--- config.mk ---
export PLATFORM = sky130hd
export DESIGN_NAME = gcd_scheduler
export DESIGN_NICKNAME = d
export VERILOG_FILES = /design/src/rtl/gcd_pkg.sv /design/src/rtl/gcd_core.sv /design/src/rtl/gcd_scheduler.sv
export SDC_FILE = /design/constraint.sdc
export NUM_CORES = 1
export LEC_CHECK = 0
export CORE_MARGIN = 4
export CORE_UTILIZATION = 50
export DETAILED_ROUTE_END_ITERATION = 16
export GPL_ROUTABILITY_DRIVEN = 0
export PLACE_DENSITY = 0.83
export SETUP_SLACK_MARGIN = 0.05
export SLEW_MARGIN = 20
export SYNTH_ARGS = -nofsm -noshare
export SYNTH_HDL_FRONTEND = slang
export SYNTH_HIERARCHICAL = 1
export SYNTH_SLANG_ARGS = --single-unit
--- constraint.sdc ---
create_clock -name clk -period 10 [get_ports clk]
set_input_delay 3 -clock clk [delete_from_list [all_inputs] [get_ports clk]]
set_output_delay 3 -clock clk [all_outputs]
set_load 0.005 [all_outputs]
--- src/rtl/gcd_pkg.sv ---
// Shared definitions for the GCD scheduler slice.
//   state_e  : scheduler FSM states (IDLE / RUN / DONE)
//   rr_pick  : round-robin priority search over up to MAX_REQ requesters
package gcd_pkg;

    typedef enum logic [1:0] {
        ST_IDLE = 2'd0,
        ST_RUN  = 2'd1,
        ST_DONE = 2'd2
    } state_e;

    localparam int MAX_REQ = 16;
    localparam int MAX_IDW = 4;

    // Returns the index of the first set bit of req, searching upward from
    // ptr and wrapping at nreq. Returns 0 when req is empty; callers qualify
    // the result with |req.
    function automatic logic [MAX_IDW-1:0] rr_pick(
        input logic [MAX_REQ-1:0] req,
        input logic [MAX_IDW-1:0] ptr,
        input int                 nreq
    );
        logic [MAX_IDW-1:0] pick;
        logic               found;
        int                 idx;
        pick  = '0;
        found = 1'b0;
        for (int i = 0; i < MAX_REQ; i++) begin
            idx = (int'(ptr) + i) % nreq;
            if (i < nreq && !found && req[idx[MAX_IDW-1:0]]) begin
                pick  = idx[MAX_IDW-1:0];
                found = 1'b1;
            end
        end
        return pick;
    endfunction

endpackage

--- src/rtl/gcd_core.sv ---
// Subtract-based GCD engine datapath.
//   load        : capture a_ld/b_ld into the A/B registers
//   step        : perform one subtraction (ignored when load is high)
//   sub_b       : 1 -> B <= B - A, 0 -> A <= A - B
//   a, b        : current register contents
//   lt/gt/eq    : A<B, A>B, A==B
//   a_z/b_z     : A==0, B==0
module gcd_core
    import gcd_pkg::*;
#(
    parameter int WIDTH = 16
) (
    input  logic             clk,
    input  logic             rst_n,
    input  logic             load,
    input  logic             step,
    input  logic             sub_b,
    input  logic [WIDTH-1:0] a_ld,
    input  logic [WIDTH-1:0] b_ld,
    output logic [WIDTH-1:0] a,
    output logic [WIDTH-1:0] b,
    output logic             lt,
    output logic             gt,
    output logic             eq,
    output logic             a_z,
    output logic             b_z
);

    logic [WIDTH-1:0] a_q, a_d;
    logic [WIDTH-1:0] b_q, b_d;
    logic [WIDTH-1:0] diff;

    // One shared subtractor; operand order follows the register being updated,
    // so the smaller value is always the subtrahend and no underflow occurs.
    always_comb begin
        diff = sub_b ? (b_q - a_q) : (a_q - b_q);
        a_d  = a_q;
        b_d  = b_q;
        if (load) begin
            a_d = a_ld;
            b_d = b_ld;
        end else if (step) begin
            if (sub_b) b_d = diff;
            else       a_d = diff;
        end
    end

    always_ff @(posedge clk or negedge rst_n) begin
        if (!rst_n) begin
            a_q <= '0;
            b_q <= '0;
        end else begin
            a_q <= a_d;
            b_q <= b_d;
        end
    end

    assign a   = a_q;
    assign b   = b_q;
    assign lt  = (a_q < b_q);
    assign gt  = (a_q > b_q);
    assign eq  = (a_q == b_q);
    assign a_z = (a_q == '0);
    assign b_z = (b_q == '0);

endmodule

--- src/rtl/gcd_scheduler.sv ---
// Round-robin scheduler sharing one gcd_core among NREQ requesters.
//   req/a_in/b_in : per-requester job request (level) and packed operands
//   grant         : one-hot pulse in IDLE; operands captured on that edge
//   busy          : state is not IDLE
//   res_*         : result port (valid/ready), tagged with requester index
//
// Result handshake: res_valid is high exactly while in DONE. res_data, res_id
// and res_zero are stable while res_valid is high; the result is consumed on
// the rising edge where res_valid and res_ready are both high. res_ready is
// ignored at all other times.
module gcd_scheduler
    import gcd_pkg::*;
#(
    parameter int NREQ  = 4,
    parameter int WIDTH = 16,
    parameter int IDW   = $clog2(NREQ)
) (
    input  logic                  clk,
    input  logic                  rst_n,
    input  logic [NREQ-1:0]       req,
    input  logic [NREQ*WIDTH-1:0] a_in,
    input  logic [NREQ*WIDTH-1:0] b_in,
    output logic [NREQ-1:0]       grant,
    output logic                  busy,
    output logic                  res_valid,
    input  logic                  res_ready,
    output logic [WIDTH-1:0]      res_data,
    output logic [IDW-1:0]        res_id,
    output logic                  res_zero
);

    state_e           state_q, state_d;
    logic [IDW-1:0]   rr_ptr_q, rr_ptr_d;
    logic [IDW-1:0]   id_q, id_d;
    logic [WIDTH-1:0] res_data_q, res_data_d;
    logic [IDW-1:0]   res_id_q, res_id_d;
    logic             res_zero_q, res_zero_d;

    logic [IDW-1:0]   pick;
    logic             load, step;
    logic [WIDTH-1:0] eng_a, eng_b;
    logic             eng_lt, eng_gt, eng_eq, eng_az, eng_bz;

    assign pick = IDW'(rr_pick(MAX_REQ'(req), MAX_IDW'(rr_ptr_q), NREQ));

    gcd_core #(
        .WIDTH (WIDTH)
    ) u_core (
        .clk   (clk),
        .rst_n (rst_n),
        .load  (load),
        .step  (step),
        .sub_b (eng_lt),
        .a_ld  (a_in[pick*WIDTH +: WIDTH]),
        .b_ld  (b_in[pick*WIDTH +: WIDTH]),
        .a     (eng_a),
        .b     (eng_b),
        .lt    (eng_lt),
        .gt    (eng_gt),
        .eq    (eng_eq),
        .a_z   (eng_az),
        .b_z   (eng_bz)
    );

    always_comb begin
        state_d    = state_q;
        rr_ptr_d   = rr_ptr_q;
        id_d       = id_q;
        res_data_d = res_data_q;
        res_id_d   = res_id_q;
        res_zero_d = res_zero_q;
        grant      = '0;
        load       = 1'b0;
        step       = 1'b0;
        case (state_q)
            ST_IDLE: begin
                if (|req) begin
                    grant    = NREQ'(1) << pick;
                    load     = 1'b1;
                    id_d     = pick;
                    rr_ptr_d = (pick == IDW'(NREQ - 1)) ? '0 : pick + IDW'(1);
                    state_d  = ST_RUN;
                end
            end
            ST_RUN: begin
                // Zero check comes first: gcd(0,x) = x, and both-zero is flagged.
                if (eng_az || eng_bz) begin
                    res_data_d = eng_a | eng_b;
                    res_zero_d = eng_az && eng_bz;
                    res_id_d   = id_q;
                    state_d    = ST_DONE;
                end else if (eng_eq) begin
                    res_data_d = eng_a;
                    res_zero_d = 1'b0;
                    res_id_d   = id_q;
                    state_d    = ST_DONE;
                end else if (eng_lt || eng_gt) begin
                    step = 1'b1;
                end
            end
            ST_DONE: begin
                if (res_ready) state_d = ST_IDLE;
            end
            default: state_d = ST_IDLE;
        endcase
    end

    always_ff @(posedge clk or negedge rst_n) begin
        if (!rst_n) begin
            state_q    <= ST_IDLE;
            rr_ptr_q   <= '0;
            id_q       <= '0;
            res_data_q <= '0;
            res_id_q   <= '0;
            res_zero_q <= 1'b0;
        end else begin
            state_q    <= state_d;
            rr_ptr_q   <= rr_ptr_d;
            id_q       <= id_d;
            res_data_q <= res_data_d;
            res_id_q   <= res_id_d;
            res_zero_q <= res_zero_d;
        end
    end

    assign busy      = (state_q != ST_IDLE);
    assign res_valid = (state_q == ST_DONE);
    assign res_data  = res_data_q;
    assign res_id    = res_id_q;
    assign res_zero  = res_zero_q;

endmodule

# [Yosys cells after proc, flatten, opt, wreduce, memory -nomap -nowiden]
# Index checks and enable logic that the tools add are counted.
[op_classes] mux=42 eq_ne=8 shifts=3 addsub=6 bitwise=4 n_reduce_logical=25 magnitude_cmp=6
[op_table] operator="$mux W16" count=9
[op_table] operator="$shiftx A64 B7 Y16" count=2
[op_table] operator="$logic_not A16 Y1" count=2
[op_table] operator="$sub A16 B16 Y16" count=2
[op_table] operator="$mux W2" count=11
[op_table] operator="$eq A16 B16 Y1" count=1
[op_table] operator="$gt A16 B16 Y1" count=1
[op_table] operator="$lt A16 B16 Y1" count=1
[op_table] operator="$or A16 B16 Y16" count=1
[op_table] operator="$lt A4 B5 Y1 const B" count=3
[op_table] operator="$mux W1" count=15
[op_table] operator="$bmux W1 S3" count=3
[op_table] operator="$mux W4" count=2
[op_table] operator="$reduce_and A2 Y1" count=4
[op_table] operator="$reduce_bool A2 Y1" count=4
[op_table] operator="$pmux W2 S3" count=1
[op_table] operator="$reduce_or A2 Y1" count=3
[op_table] operator="$lt A2 B5 Y1 const B" count=1
[op_table] operator="$add A2 B1 Y2 const B" count=2
[op_table] operator="$add A2 B2 Y2 const B" count=2
[op_table] operator="$eq A2 B2 Y1 const B" count=2
[op_table] operator="$logic_and A1 B1 Y1" count=4
[op_table] operator="$ne A2 B2 Y1 const B" count=2
[op_table] operator="$reduce_or A4 Y1" count=1
[op_table] operator="other kinds (10)" count=15
[totals] word_cells=102 reg_bits=57 out_inout_bits=25 inputBits=135

# [Longest topological paths before layout]
[logic_depth] ltp_word=16 ltp_mapped=17 depth_no_buf=16

# [By module]
# The synthesis kept the hierarchy.
[modules_own_cells] module="gcd_core" cells_each=442 area_per_inst_um2=3379.5 n_inst=1 seq_area_each_um2=800.8
[modules_own_cells] module="gcd_scheduler" cells_each=229 area_per_inst_um2=2223.4 n_inst=1 seq_area_each_um2=625.6

# [Worst setup path before layout]
# No wires, ideal clock.
[synth_path] path_type="in2out" start="input port req[0]" end="output port grant[3]" n_path_buf=2 t_required_ps=7000 slack_ps=3061 path_stages=7 arrival_time_ps=3939 cell_sequence="nand2_1 -> a21oi_1 -> a211oi_1 -> buf_4 -> buf_6 -> ha_1 -> and2_1"
[synth_via] elab_chain_len=15
[synth_lines] element="from (decl)" line_no="gcd_scheduler.sv:20" rtl="input logic [NREQ-1:0] req,"
[synth_lines] element="$bmux W1 S2" line_no="gcd_pkg.sv:30" rtl="if (i < nreq && !found && req[idx[MAX_IDW-1:0]]) begin"
[synth_lines] element="$mux W1 (not written as such)" line_no="gcd_pkg.sv:30"
[synth_lines] element="$mux W1" line_no="gcd_pkg.sv:30"
[synth_lines] element="$logic_not A1 Y1" line_no="gcd_pkg.sv:30"
[synth_lines] element="$logic_and A1 B1 Y1" line_no="gcd_pkg.sv:30"
[synth_lines] element="$mux W1" line_no="gcd_pkg.sv:30"
[synth_lines] element="$logic_not A1 Y1" line_no="gcd_pkg.sv:30"
[synth_lines] element="$logic_and A1 B1 Y1" line_no="gcd_pkg.sv:30"
[synth_lines] element="$mux W1" line_no="gcd_pkg.sv:30"
[synth_lines] element="$logic_not A1 Y1" line_no="gcd_pkg.sv:30"
[synth_lines] element="$logic_and A1 B1 Y1" line_no="gcd_pkg.sv:30"
[synth_lines] element="$mux W2" line_no="gcd_pkg.sv:30"
[synth_lines] element="$shl A1 B2 Y4" line_no="gcd_scheduler.sv:78" rtl="grant = NREQ'(1) << pick;"
[synth_lines] element="$mux W4 *" line_no="gcd_scheduler.sv:77" rtl="if (|req) begin"
[synth_lines] element="$mux W4 *" line_no="gcd_scheduler.sv:75" rtl="case (state_q)"
[synth_lines] element="to (decl)" line_no="gcd_scheduler.sv:23" rtl="output logic [NREQ-1:0] grant,"
# Every way passes the cells marked *; elsewhere a longest branch is shown, timed or not. The select of a mux whose other input is x is not followed.

# [Worst setup path after layout]
# Ends and elaborated chain as after synthesis.

==> reports/metrics.cfg <==
[routing]
first_pass_iters = 5
wl_um = 17390
avgViaCountPerCell = 6.036
final_antenna_net_count = 0
routedWlPerCell_um = 18.40
via_count = 5704
drc = 0
drt_iter0_drc = 568

[logic_synthesis]
synth_enable_flop_cells = 0
syn_nets = 842
yosysUniqueCellTypes = 68
synth_commonest_cells = 111 x mux2i_1, 81 x nand2_1, 57 x dfrtp_1, 55 x a21oi_1, 38 x inv_1
yosysTopAreaCell = dfrtp_1
netlist_instances = 671
async_reset_ff_share_pct = 100.0
synth_area_leaders = dfrtp_1 25%, mux2i_1 20%, ha_1 7.6%
synth.most_common_cell = mux2i_1
yosysTopAreaCellShare_pct = 25.46
ys_ff_latch = 57
synth_seq_area_share_pct = 25.46
netlist_area_um2 = 5603
yosysWarnings = 6
syn_avg_cell_area_um2 = 8.350
synth_ff_type = dfrtp_1

[die]
rows = 38
fp.dieW_um = 113.9
ios = 160
initial_core_util_pct = 51.46
die_height_um = 113.9
coreArea_um2 = 10890
dieArea_um2 = 12960

[finish]
n_fill_cell = 863
diodes = 0
drive_above_1_share_pct = 4.845
fin_nets = 971
area_growth_pct = 31.15

[clock_network]
clock-sinks = 57
cts_root_buf = clkbuf_8
cts_buffer_depth = 2
clkTransAtPathRegs_ns = 0.06
post_cts_resized = 0
hold_buffers = 0
cts_max_level = 3
numCtsBuffers = 9
clk_latency_ns = 0.35
post_cts_buffers = 0
cts_tree = built

[global_routing]
grt_pass1_vias = 5626
antenna_found_initial = 0
grt_pass1_wl_um = 27860
grtUsageTotal_pct = 26.68
grt_overflow_total = 0
grt_start_max_net_pins = 92

[setup_path]
worstRegToRegCells = 13
cp-endpoint = grant[3]
crit_required_ns = 7.00
path_class = input pin to primary output
critPathMaxFanout = 36
timing.rr.start = u_core/a[0]
cp.arrival_ns = 5.34
crit_path_start = req[0]
r2r_slack_ns = 5.16
r2r-end = u_core/a[4]
cp-end-kind = primary output
critPathLaunchType = input pin

[sta]
rsz0062_at_grt = false
final.setup.worst_slack_ns = 1.661
fin_tns_setup_ns = 0
fmax_mhz = 119.9
worst_pin_slew_ns = 0.9726
fin_crit_ns = 8.339
setup_viol = 0
max-slew-margin-rel_pct = 35.01
skew_ns = 0.009334
slew_violations = 0
period_share_pct = 83.39
final_hold_viol_count = 0

[power]
power_density_nw_per_um2 = 388.2
p_leak_nw = 3.261
vdd_drop_max_uv = 229.1

[place]
portBuffers = 159
hpwl_um = 13830
post-place-ws_ns = 1.662

[outcome]
status = completed

[run]
cap_violations = 0

[min_path]
hp-class = flip-flop to flip-flop

worst min path at each step:
| stage | startpoint | end | slack, ns | depth (start not counted) |
|---|---|---|---|---|
| finish | res_data[7] | res_data[7] | 0.48 | 2 |
| detailed placement | id_q[1] | id_q[1] | 0.47 | 2 |
| floorplan | id_q[1] | id_q[1] | 0.44 | 2 |
| CTS | id_q[1] | id_q[1] | 0.48 | 2 |
| global route | res_data[14] | res_data[14] | 0.49 | 2 |
| global placement | res_data[11] | res_data[11] | 0.46 | 2 |
through the flow:
step / std cells / power [W] / cell area [µm²] / hold slack [ns] / util [%]
2_1_floorplan: 671 / 0.002057 / 5603 / 0.4418 / -
4_1_cts: 945 / 0.002776 / 7348 / 0.4845 / 67.49
5_1_grt: 945 / 0.003063 / 7348 / 0.4945 / 67.49
3_3_place_gp: 929 / 0.002488 / 7177 / 0.4633 / 65.92
6_report: 945 / 0.002852 / 7348 / 0.4758 / 67.49
3_5_place_dp: 929 / 0.002585 / 7177 / 0.4683 / 65.92
placed cells by master (no fill, tap or decap), types with 9 or more instances in the layout:
master	count
dfrtp_1	57
o31ai_1	13
o21ai_0	33
clkbuf_8	9
o311ai_1	10
clkdlybuf4s50_1	158
nand2_1	81
inv_1	38
nor4_1	10
mux2i_1	111
nor2_1	34
nor3_1	22
nand2b_1	12
ha_1	34
a21oi_1	55
cell families after synthesis:
kind of cell    count (synthesis)  synth area share, %
compound gates                174                20.72
xor+xnor                        3               0.4690
fa+ha+maj                      36                8.307
buf+inv                        88                7.392
flops                          57                25.46
mux                           115                20.70
simple gates                  198                16.95
power by group:
| group | switching (W) | internal (W) |
|---|---|---|
| sequential | 0.000109 | 0.000332 |
| clock | 0.0000979 | 0.0000889 |
| combinational | 0.00136 | 0.000864 |
worst max-delay path: stages:
cell,delay [ns]
clkdlybuf4s50_1,0.49
nand2_1,0.14
a21oi_1,0.12
a211oi_4,0.22
buf_4,0.49
ha_1,0.23
and2_1,0.12
clkdlybuf4s50_1,0.50
cell type report:
class | count | area, µm² | area share [%]
multi-input combinational | 526 | 3786 | 51.52
timing repair buffer | 166 | 1639 | 22.31
sequential | 57 | 1426 | 19.41
tap | 140 | 175.2 | 2.384
inverter | 40 | 150.1 | 2.043
clock buffer | 9 | 123.9 | 1.686
clock inverter | 7 | 47.55 | 0.6470
layer usage:
layer  GRT usage, %  vias to the layer above  routed length [µm]
li1               -                     2679                   -
met1          34.12                     2574                7011
met2          43.23                      382                7752
met3          5.889                       69                1805
met4          12.03                        0                 816
met5              0                        -                   0
flip-flops by register name (all words and copies together) (netlist names):
register,cells
state_q,2
res_data,16
id_q,2
u_core/a,16
res_id,2
u_core/b,16
res_zero,1
rr_ptr_q,2
(Power assumes the default switching activity.)
